[src/rtl/bnn_pkg.sv]
// Shared definitions for the BNN accelerator: top-level FSM state encoding,
// image geometry and the byte packing used by the pixel loader.
package bnn_pkg;

  typedef enum logic [2:0] {
    s_IDLE    = 3'b000,
    s_LOAD    = 3'b001,
    s_LAYER_1 = 3'b010,
    s_LAYER_2 = 3'b011,
    s_LAYER_3 = 3'b100
  } state_t;

  localparam int IMG_DIM    = 28;
  localparam int NUM_PIXELS = 784;
  localparam int BYTE_W     = 8;

  // Derived from the pixel count; these are not meant to be overridden.
  localparam int NUM_BYTES = (NUM_PIXELS + BYTE_W - 1) / BYTE_W;
  localparam int ADDR_W    = $clog2(NUM_BYTES);
  localparam int LAST_BITS = NUM_PIXELS - (NUM_BYTES - 1) * BYTE_W;
  localparam logic [BYTE_W-1:0] LAST_MASK = BYTE_W'((1 << LAST_BITS) - 1);

  // Pixels past the end of the image in the final byte must read as zero.
  function automatic logic [BYTE_W-1:0] byte_mask(input logic [ADDR_W-1:0] addr);
    byte_mask = '1;
    if (addr == ADDR_W'(NUM_BYTES - 1)) begin
      byte_mask = LAST_MASK;
    end
  endfunction

endpackage

[src/rtl/pixel_loader_if.sv]
// Pin-side byte input and image-buffer write port of the pixel loader.
interface pixel_loader_if;
  import bnn_pkg::*;

  logic [BYTE_W-1:0] pix_data;
  logic              pix_strobe;
  logic              pix_ready;
  logic              buf_we;
  logic [ADDR_W-1:0] buf_addr;
  logic [BYTE_W-1:0] buf_wdata;
  logic              load_done;

  // The loader itself.
  modport master (
    input  pix_data, pix_strobe,
    output pix_ready, buf_we, buf_addr, buf_wdata, load_done
  );

  // The pins, buffer and FSM that surround the loader.
  modport slave (
    output pix_data, pix_strobe,
    input  pix_ready, buf_we, buf_addr, buf_wdata, load_done
  );

endinterface

[src/rtl/pixel_loader_sync.sv]
// Two-flop synchroniser for an asynchronous strobe plus its data bus, with a
// history flop on the strobe so a rising edge yields a single-cycle pulse.
module sync_edge_det #(
  parameter int W = 8
) (
  input  logic         clk,
  input  logic         rst,
  input  logic         strobe_in,
  input  logic [W-1:0] data_in,
  output logic         edge_o,
  output logic [W-1:0] data_o
);

  logic         s1_q, s1_d, s2_q, s2_d, s3_q, s3_d;
  logic [W-1:0] d1_q, d1_d, d2_q, d2_d;

  // Shift strobe and data through equal depth so data is aligned with s2.
  always_comb begin
    s1_d = strobe_in;
    s2_d = s1_q;
    s3_d = s2_q;
    d1_d = data_in;
    d2_d = d1_q;
  end

  // Synchroniser registers; reset discards anything already in flight.
  always_ff @(posedge clk) begin
    if (rst) begin
      s1_q <= 1'b0;
      s2_q <= 1'b0;
      s3_q <= 1'b0;
      d1_q <= '0;
      d2_q <= '0;
    end else begin
      s1_q <= s1_d;
      s2_q <= s2_d;
      s3_q <= s3_d;
      d1_q <= d1_d;
      d2_q <= d2_d;
    end
  end

  assign edge_o = s2_q & ~s3_q;
  assign data_o = d2_q;

endmodule

[src/rtl/pixel_loader.sv]
// Loads one packed binary MNIST image into the image buffer while the top
// FSM sits in s_LOAD, then raises load_done until the FSM moves on.
module pixel_loader
  import bnn_pkg::*;
(
  input  logic           clk,
  input  logic           rst,
  input  state_t         state,
  pixel_loader_if.master bus
);

  localparam logic [1:0] L_WAIT = 2'd0;
  localparam logic [1:0] L_RECV = 2'd1;
  localparam logic [1:0] L_DONE = 2'd2;

  logic [1:0]        l_state_q, l_state_d;
  logic [ADDR_W-1:0] cnt_q, cnt_d;
  logic              pix_ready_q, pix_ready_d;
  logic              buf_we_q, buf_we_d;
  logic [ADDR_W-1:0] buf_addr_q, buf_addr_d;
  logic [BYTE_W-1:0] buf_wdata_q, buf_wdata_d;
  logic              load_done_q, load_done_d;

  logic              pix_edge;
  logic [BYTE_W-1:0] pix_sync;

  sync_edge_det #(.W(BYTE_W)) u_sync (
    .clk       (clk),
    .rst       (rst),
    .strobe_in (bus.pix_strobe),
    .data_in   (bus.pix_data),
    .edge_o    (pix_edge),
    .data_o    (pix_sync)
  );

  // Receive sequencing: wait for s_LOAD, write one byte per strobe edge,
  // finish on the last address and abort cleanly if s_LOAD is left early.
  always_comb begin
    l_state_d   = l_state_q;
    cnt_d       = cnt_q;
    buf_we_d    = 1'b0;
    buf_addr_d  = buf_addr_q;
    buf_wdata_d = buf_wdata_q;
    load_done_d = load_done_q;
    case (l_state_q)
      L_WAIT: begin
        cnt_d       = '0;
        load_done_d = 1'b0;
        if (state == s_LOAD) begin
          l_state_d = L_RECV;
        end
      end
      L_RECV: begin
        if (state != s_LOAD) begin
          l_state_d = L_WAIT;
          cnt_d     = '0;
        end else if (pix_edge) begin
          buf_we_d    = 1'b1;
          buf_addr_d  = cnt_q;
          buf_wdata_d = pix_sync & byte_mask(cnt_q);
          cnt_d       = cnt_q + ADDR_W'(1);
          if (cnt_q == ADDR_W'(NUM_BYTES - 1)) begin
            l_state_d   = L_DONE;
            load_done_d = 1'b1;
          end
        end
      end
      L_DONE: begin
        load_done_d = 1'b1;
        if (state != s_LOAD) begin
          l_state_d   = L_WAIT;
          load_done_d = 1'b0;
        end
      end
      default: begin
        l_state_d = L_WAIT;
      end
    endcase
    pix_ready_d = (l_state_d == L_RECV);
  end

  // State and registered outputs, all cleared by the synchronous reset.
  always_ff @(posedge clk) begin
    if (rst) begin
      l_state_q   <= L_WAIT;
      cnt_q       <= '0;
      pix_ready_q <= 1'b0;
      buf_we_q    <= 1'b0;
      buf_addr_q  <= '0;
      buf_wdata_q <= '0;
      load_done_q <= 1'b0;
    end else begin
      l_state_q   <= l_state_d;
      cnt_q       <= cnt_d;
      pix_ready_q <= pix_ready_d;
      buf_we_q    <= buf_we_d;
      buf_addr_q  <= buf_addr_d;
      buf_wdata_q <= buf_wdata_d;
      load_done_q <= load_done_d;
    end
  end

  assign bus.pix_ready = pix_ready_q;
  assign bus.buf_we    = buf_we_q;
  assign bus.buf_addr  = buf_addr_q;
  assign bus.buf_wdata = buf_wdata_q;
  assign bus.load_done = load_done_q;

endmodule

[src/flat_wrapper.sv]
// flat-port wrapper written by rule: the top's interface ports become plain ports
module pixel_loader_flat import bnn_pkg::*;
  (clk, rst, state, bus_pix_data, bus_pix_strobe, bus_pix_ready, bus_buf_we, bus_buf_addr, bus_buf_wdata, bus_load_done);
  pixel_loader_if bus_i ();
  input  logic clk;
  input  logic rst;
  input  state_t state;
  input wire logic [$bits(bus_i.pix_data)-1:0] bus_pix_data;
  input wire logic [$bits(bus_i.pix_strobe)-1:0] bus_pix_strobe;
  output wire logic [$bits(bus_i.pix_ready)-1:0] bus_pix_ready;
  output wire logic [$bits(bus_i.buf_we)-1:0] bus_buf_we;
  output wire logic [$bits(bus_i.buf_addr)-1:0] bus_buf_addr;
  output wire logic [$bits(bus_i.buf_wdata)-1:0] bus_buf_wdata;
  output wire logic [$bits(bus_i.load_done)-1:0] bus_load_done;
  assign bus_i.pix_data = bus_pix_data;
  assign bus_i.pix_strobe = bus_pix_strobe;
  assign bus_pix_ready = bus_i.pix_ready;
  assign bus_buf_we = bus_i.buf_we;
  assign bus_buf_addr = bus_i.buf_addr;
  assign bus_buf_wdata = bus_i.buf_wdata;
  assign bus_load_done = bus_i.load_done;
  pixel_loader u_core (.clk(clk), .rst(rst), .state(state), .bus(bus_i));
endmodule
[config.mk]
export PLATFORM = sky130hd
export DESIGN_NAME = pixel_loader_flat
export DESIGN_NICKNAME = d
export VERILOG_FILES = /design/src/rtl/bnn_pkg.sv /design/src/rtl/pixel_loader_if.sv /design/src/rtl/pixel_loader_sync.sv /design/src/rtl/pixel_loader.sv /design/src/flat_wrapper.sv
export SDC_FILE = /design/constraint.sdc
export NUM_CORES = 1
export LEC_CHECK = 0
export ABC_AREA = 1
export CAP_MARGIN = 20
export CORE_UTILIZATION = 55
export CTS_BUF_LIST = sky130_fd_sc_hd__clkbuf_8
export DETAILED_ROUTE_END_ITERATION = 8
export DONT_BUFFER_PORTS = 1
export PLACE_DENSITY_LB_ADDON = 0.08
export SETUP_SLACK_MARGIN = 0.2
export SLEW_MARGIN = 20
export SYNTH_ARGS = -nofsm -noshare
export SYNTH_HDL_FRONTEND = slang
export SYNTH_SLANG_ARGS = --single-unit
[constraint.sdc]
create_clock -name clk -period 1.5 [get_ports clk]
set_clock_uncertainty 0.15 [all_clocks]
set_input_delay 0.075 -clock clk [delete_from_list [all_inputs] [get_ports clk]]
set_output_delay 0.075 -clock clk [all_outputs]
set_load 0.05 [all_outputs]
Yosys cells after proc, flatten, opt, wreduce, memory -nomap -nowiden
Cells that the tools add are included.

Register bits: 46. Input port bits: 14. Logic and storage cells: 53.

Add/sub/neg operators: 1. Equal/unequal tests: 10. Multiplexer cells: 18. Bitwise gates (word level): 5. Reductions and logical operators: 7.

Operators by type and width (number): 2-to-1 mux 8 bit (3); 2-to-1 mux 7 bit (2); case mux 7 bit (2 select lines) (1); 2-to-1 mux 2 bit (5); bitwise AND 8 bit (1); adder 7 x 1 -> 7 bit (second input constant) (1); == test 7 bit (second input constant) (1); != test 3 x 1 -> 1 bit (second input constant) (2); case mux 2 bit (3 select lines) (1); 2-to-1 mux 1 bit (5); == test 2 x 1 -> 1 bit (second input constant) (2); != test 2 x 1 -> 1 bit (second input constant) (2); AND reduction 4 bit (1); == test 3 x 1 -> 1 bit (second input constant) (1); NOT 1 bit (3); case mux 1 bit (3 select lines) (1); AND reduction 3 bit (1); nonzero test 3 bit (1); OR reduction 3 bit (1); == test 2 bit (second input constant) (1); logical NOT 2 bit (1); != test 2 bit (second input constant) (1); AND reduction 2 bit (1); nonzero test 2 bit (1); bitwise AND 1 bit (1).

Logic depth before layout (Yosys ltp)
Gate-level depths: netlist of run 1.

Word-level depth: 6. Mapped depth: 9. Mapped depth without buffers: 9.

By module
Synthesis of run 1 repeated with hierarchy kept, for this count alone.

Cell total of the unflattened synthesis: 236. Area, all modules: 1860.5 sq um.

Modules (own cells, without submodules): pixel_loader (instances 1, cells an instance 176, area an instance 1307.5 sq um, seq. area each 540.5 sq um); sync_edge_det (instances 1, cells an instance 60, area an instance 553.0 sq um, seq. area each 380.4 sq um).

Worst setup path before layout of run 1
OpenSTA, ideal clock, no wires.

Path type: register to register. Start point: reg u_core.l_state_q[1]. End point: reg u_core.cnt_q[2]. Setup time: 64 ps. Arrival time: 1238 ps. Data required time: 1286 ps. Slack: 48 ps. Cell stages (with the launch flop): 8. Period minus slack after synthesis: 1452 ps. Cells stage by stage: dfxtp_1 > inv_1 > ha_1 > nor2_1 > inv_1 > a21oi_1 > o21ai_0 > nor2_1.

Longest elaborated chain between the ends: 3. Elaborated cells between the ends (all ways): 6. Classes of those cells: eq/ne: 2; mux: 1; reduce/logical: 3.

Ends and longest elaborated chain: start, declared (line pixel_loader.sv:16) `logic [1:0] l_state_q, l_state_d;`; start signal, assigned (line pixel_loader.sv:93) `l_state_q <= l_state_d;`; == test 2 x 1 -> 1 bit or logical NOT 2 bit (tied branches) (line pixel_loader.sv:45) `case (l_state_q)`; != test 3 x 1 -> 1 bit (no source line) or nonzero test 2 bit (tied branches); AND reduction 2 bit (no source line); end signal, assigned (line pixel_loader.sv:94) `cnt_q <= cnt_d;`; end, declared (line pixel_loader.sv:17) `logic [ADDR_W-1:0] cnt_q, cnt_d;`.

Parallel ways exist; a longest one is shown, timed or not. A chain may end at the register's enable or synchronous reset.

Worst setup path after layout of run 1
Start point: reg u_core.l_state_q[1]. End point: reg u_core.cnt_q[0].

The elaborated chain is that of the path after synthesis.

==> flow_summary.toml, run 1 <==
[outcome]
outcome = "finished, violations left"
failed_checks = "negative hold slack"

[cts]
cts.clk_slew.worst_paths_ns = 0.08
clkLatencyLatePin_ns = 0.29
cts_buffer_depth = 2
tritoncts = "yes"
cts_sinks = 46
htree_num_levels = 2
root_buffer = "clkbuf_8"
cts_buffers = 5

[sta]
maxSlewViolCount = 0
setup_tns_ns = 0
tightest_slew_ns = 0.471
hold_ws_ns = -0.0217
grt_setup_unrepaired = "yes"
final_hold_viol_count = 2
final-setup-viol-count = 0
max_freq_mhz = 694
fin_crit_sh = 0.960
maxSlewHeadroom = 0.686
fin_crit_ns = 1.44

[floorplanning]
die_h_um = 60.0
io_pins = 32
core_area_um2 = 3130
fp-row-count = 20
die_width_um = 60.0
die_area_um2 = 3610
start_util = 0.592

[global_route]
grt-ovfl-total = 0
antenna_found_initial = 0
grt_pass1_vias = 1416
grt_usage = 0.223
grt_first_pass_wirelength_mm = 5.87
grt_max_degree = 27

[setup_path]
crit_chain = "inv_4 > ha_4 > inv_4 > nor2_4 > nand2_4 > nand2_4 > nand2_1 > a21oi_2"
required_ns = 1.57
startpoint_type = "flop"
cp.arrival_ns = 1.51
crit_type = "flop to flop"
slowest_stage = "dfxtp_2"
max_stage_delay_ns = 0.35
end_kind = "flop"
crit_buf_inv = 2
crit_family = "simple AND/OR/NAND/NOR gates"
crit_fanout = 7

[route]
post_drt_wl_per_cell_um = 12.3
met3_wirelength_um = 177
wl_mm = 4.06
vias_per_cell = 4.97
vias = 1641
drc = 0
drt_first_pass_iters = 4
top_layer_used = "met4"
route.met2.wl_mm = 2.20
m1WireLength_mm = 1.62
drt_iter0_drc = 67
ant_nets = 0

[layout]
layout_commonest_cell = "nor2_1"
fillCellCount = 213
syn_to_final_growth_pct = 34.6
drive_gt1_frac = 0.259
finalNetCount = 305
final_cell_mix = "53 x nor2_1, 41 x dfxtp_1, 35 x inv_1, 24 x nand2_1, 24 x buf_4"
fin_cells = 330
n_antenna_cell = 0

[logic_synthesis]
ys_seq_area_frac = 0.497
synth_seq_cells = 46
syn_nets = 255
postSynthCellCount = 235
avgSynthCellArea_um2 = 7.89
syn_area_um2 = 1850
ys.warnings.count = 0
synth.distinct_cells = 23

[placed_design]
dp_hpwl_mm = 2.41
gp_congestion = 0.968
dp.cells = 291
port_buffers = 0

[power_and_ir_drop]
powerDensity_nw_per_um2 = 857
p_leak_nw = 1.17
peakVddDrop_mv = 0.865

[hold_path]
hold_class = "primary input to flop"

[run]
maxCapViolCount = 0
[synth_stat cells (all sizes together)]
| master | n | share of area |
|---|---|---|
| clkbuf | 3 | 0.0061 |
| a21oi | 12 | 0.043 |
| nand3 | 11 | 0.032 |
| ha | 6 | 0.041 |
| nor3 | 1 | 0.0027 |
| nor2 | 59 | 0.14 |
| nand3b | 1 | 0.0041 |
| dfxtp | 46 | 0.50 |
| nand4 | 4 | 0.014 |
| inv | 40 | 0.081 |
| o21ai | 15 | 0.043 |
| nand2 | 34 | 0.081 |
| buf | 3 | 0.020 |
[kinds of logic (layout without fill, tap and decap cells)]
logic type,Yosys count,count (layout),synth area share
AO/OA/AOI/OAI,27,27,0.0851
flip-flops,46,46,0.497
buffers and inverters,46,95,0.107
adder cells (fa/ha/maj),6,6,0.0405
AND/OR/NAND/NOR,110,112,0.270
[state kept, by name, indices dropped and copies added, names as in the netlist]
name,flops
u_core.bus.buf_we,1
u_core.u_sync.data_o,8
u_core.u_sync.d1_q,8
u_core.bus.load_done,1
u_core.bus.buf_wdata,8
u_core.u_sync.s2_q,1
u_core.bus.buf_addr,7
u_core.u_sync.s3_q,1
u_core.l_state_q,2
u_core.bus.pix_ready,1
u_core.cnt_q,7
u_core.u_sync.s1_q,1
[where the power goes]
part	switching (mW)	internal (mW)
combinational	0.0837	0.0757
sequential	0.0157	1.25
clock	0.393	0.322
[area by class of cell]
type	instances	area (um^2)	area share
tap	44	55.1	0.0221
inverter	40	158	0.0632
clock inverter	3	17.5	0.00702
sequential	46	930	0.373
multi-input combinational	145	855	0.343
clock buffer	5	68.8	0.0276
timing repair buffer	47	410	0.165
[worst reg2reg max path, delay by kind of cell, from the launching register on]
kind | cells | cell delay [ns]
AND/OR/NAND/NOR | 4 | 0.44
adder cells (fa/ha/maj) | 1 | 0.19
buffers and inverters | 2 | 0.13
AO/OA/AOI/OAI | 1 | 0.11
flip-flops | 1 | 0.35
[final timing paths]
kind                                              start                      end  slack, ns  cells past startpoint
worst max-delay path                u_core.l_state_q[1]          u_core.cnt_q[0]       0.06                      8
worst min-delay path                           state[0]      u_core.l_state_q[0]      -0.02                      4
worst max register to register      u_core.l_state_q[1]          u_core.cnt_q[0]       0.06                      8
worst min register to register  u_core.u_sync.data_o[4]  u_core.bus.buf_wdata[4]       0.32                      2
[per-stage QoR]
step	power (mW)	cell area (um^2)	utilization	worst slack, ns	hold WS, ns
after floorplan	1.38	1880	-	0.201	0.0320
after global placement	1.38	2020	0.646	0.0702	-0.00856
after detailed placement	1.39	2020	0.646	0.0252	-0.00651
after CTS	2.13	2380	0.760	0.0926	-0.323
after global routing	2.23	2490	0.797	-0.00119	0.0201
final	2.14	2490	0.797	0.0598	-0.0217
[per-layer routing]
layer  up-vias  global-route usage
met4         0              0.0864
met2        42               0.402
met3         7              0.0519
met5         -                   0
li1        822                   -
met1       770               0.253
[timing repair]
action,4_1_cts,5_1_grt
gates cloned,1,1
hold buffers,21,2
pin swaps,11,13
setup buffers,3,3
gates resized for setup,16,18
hold endpoints to repair,36,11
endpoints found under the setup margin,26,27
Power figures use the tool's default switching activity.
==> run 2, diff against run 1 <==
CORE_UTILIZATION = 40   (was 55)
==> flow_summary.toml, run 2 (synthesis gave the netlist of run 1 again) <==
[cts]
cts.clk_slew.worst_paths_ns = 0.09
htree_num_levels = 2
cts_buffers = 5
cts_sinks = 46
clkLatencyLatePin_ns = 0.30
cts_buffer_depth = 2
tritoncts = "yes"
root_buffer = "clkbuf_8"
postCtsHoldBufs = 23

[power_and_ir_drop]
comb_power_share = 0.066
pwr-share-seq = 0.543
power_switching_share = 0.220
p_leak_nw = 1.20
switchingPower_mw = 0.511
powerDensity_nw_per_um2 = 891
pwr-share-clk = 0.391
p_total_mw = 2.32
internal_power_mw = 1.81
peakVddDrop_mv = 0.587

[global_route]
grt_max_degree = 27
grt_usage = 0.163
grt-ovfl-total = 0
antenna_found_initial = 0
grt_pass1_vias = 1396
grt_first_pass_wirelength_mm = 6.24

[sta]
fin_crit_sh = 0.955
maxSlewViolCount = 0
hold_ws_ns = -0.321
fin_crit_ns = 1.43
maxSlewHeadroom = 0.670
setup_tns_ns = 0
tightest_slew_ns = 0.494
max_freq_mhz = 698
final_hold_viol_count = 9
final-setup-viol-count = 0
grt_setup_unrepaired = "yes"
setup_ws_ns = 0.0677

[layout]
drive_gt1_frac = 0.318
fin_cells = 338
n_antenna_cell = 0
final_cell_mix = "51 x nor2_1, 42 x dfxtp_1, 32 x inv_1, 23 x dlygate4sd3_1, 23 x buf_4"
finalNetCount = 305
syn_to_final_growth_pct = 40.7
layout_commonest_cell = "nor2_1"

[route]
met3_wirelength_um = 119
wl_mm = 3.80
ant_nets = 0
vias_per_cell = 4.54
post_drt_wl_per_cell_um = 11.2
vias = 1533
drc = 0
drt_iter0_drc = 80
route.met2.wl_mm = 1.80
m1WireLength_mm = 1.83
drt_first_pass_iters = 4
top_layer_used = "met4"

[setup_path]
cp.arrival_ns = 1.48
crit_fanout = 7
cp-endpoint = "u_core.cnt_q[2]"
r2r_end = "u_core.cnt_q[2]"
crit_type = "flop to flop"
timing.rr.start = "u_core.l_state_q[1]"
rrSetupSlack_ns = 0.07
reg2reg_depth = 9
required_ns = 1.55
crit_start = "u_core.l_state_q[1]"
end_kind = "flop"
startpoint_type = "flop"

[hold_path]
hp-start = "rst"
hold_class = "primary input to flop"

[floorplanning]
core_area_um2 = 4410
io_pins = 32
fp-row-count = 24
die_h_um = 70.1
start_util = 0.420
die_width_um = 70.1
die_area_um2 = 4910

[outcome]
failed_checks = "negative hold slack"
outcome = "finished, violations left"

[placed_design]
dp_worst_setup_slack_ns = 0.00801
dp.cells = 300
dp_hpwl_mm = 2.28
port_buffers = 0
gp_congestion = 0.823

[run]
maxCapViolCount = 0
-- run 2: cell types whose count changed in the layout (fill, tap and decap cells not counted), moves of 2 or more --
cell     delta
inv_2       +4
o21ai_2     +5
nand3_2     +2
o21ai_0     -4
nand2_1     -5
nand2_2     +6
o21ai_1     -2
nand3_1     -2
inv_1       -3
nor2_1      -2
-- run 2: how the worst min path moves through the flow --
stage / to / slack, ns / cells after the start
3_3_place_gp: u_core.cnt_q[0] / -0.01 / 1
6_report: u_core.cnt_q[0] / -0.32 / 1
5_1_grt: u_core.cnt_q[0] / -0.34 / 1
2_1_floorplan: u_core.u_sync.d1_q[0] / 0.03 / 2
3_5_place_dp: u_core.cnt_q[6] / -0.008 / 1
4_1_cts: u_core.cnt_q[0] / -0.34 / 1
-- run 2: layer usage --
metal / vias to the layer above / track usage
met5: - / 0
met4: 0 / 0.0733
met3: 5 / 0.0375
met2: 31 / 0.259
met1: 675 / 0.211
li1: 822 / -
-- run 2: power by group through the flow --
| stage | registers, mW | clock network [mW] | logic, mW |
|---|---|---|---|
| final | 1.26 | 0.909 | 0.154 |
| after global routing | 1.26 | 0.977 | 0.170 |
| after CTS | 1.26 | 0.938 | 0.139 |
| after detailed placement | 1.29 | 0 | 0.0939 |
| after global placement | 1.29 | 0 | 0.0937 |
| after floorplan | 1.29 | 0 | 0.0823 |
-- run 2: layout make-up --
type | instances | area [um^2]
Multi-Input combinational cell | 143 | 887
Inverter | 40 | 155
Timing Repair Buffer | 49 | 462
Clock buffer | 5 | 68.8
Clock inverter | 3 | 41.3
Tap cell | 52 | 65.1
Sequential cell | 46 | 928
Fill cell | 400 | 1810
-- run 2: critical path, stage by stage (launching register included) --
cell	delay, ns
dfxtp_2	0.35
inv_2	0.08
ha_4	0.19
inv_4	0.05
nor2_4	0.17
nand2_4	0.11
nand3_1	0.09
nand2_1	0.06
inv_1	0.05
nor2_1	0.03
-- run 2: stage by stage --
| stage | instance area, um^2 | util | hold WS, ns |
|---|---|---|---|
| after detailed placement | 2040 | 0.462 | -0.00814 |
| after global routing | 2610 | 0.591 | -0.338 |
| after global placement | 2040 | 0.462 | -0.00985 |
| after floorplan | 1880 | - | 0.0320 |
| after CTS | 2510 | 0.568 | -0.340 |
| final | 2610 | 0.591 | -0.321 |
-- run 2: repair_timing --
item / 4_1_cts / 5_1_grt
setup buffers: 4 / 2
pin swaps: 10 / 12
gates resized for setup: 24 / 33
endpoints found under the hold margin: 37 / 9
cloned: 1 / 0
endpoints found under the setup margin: 26 / 26
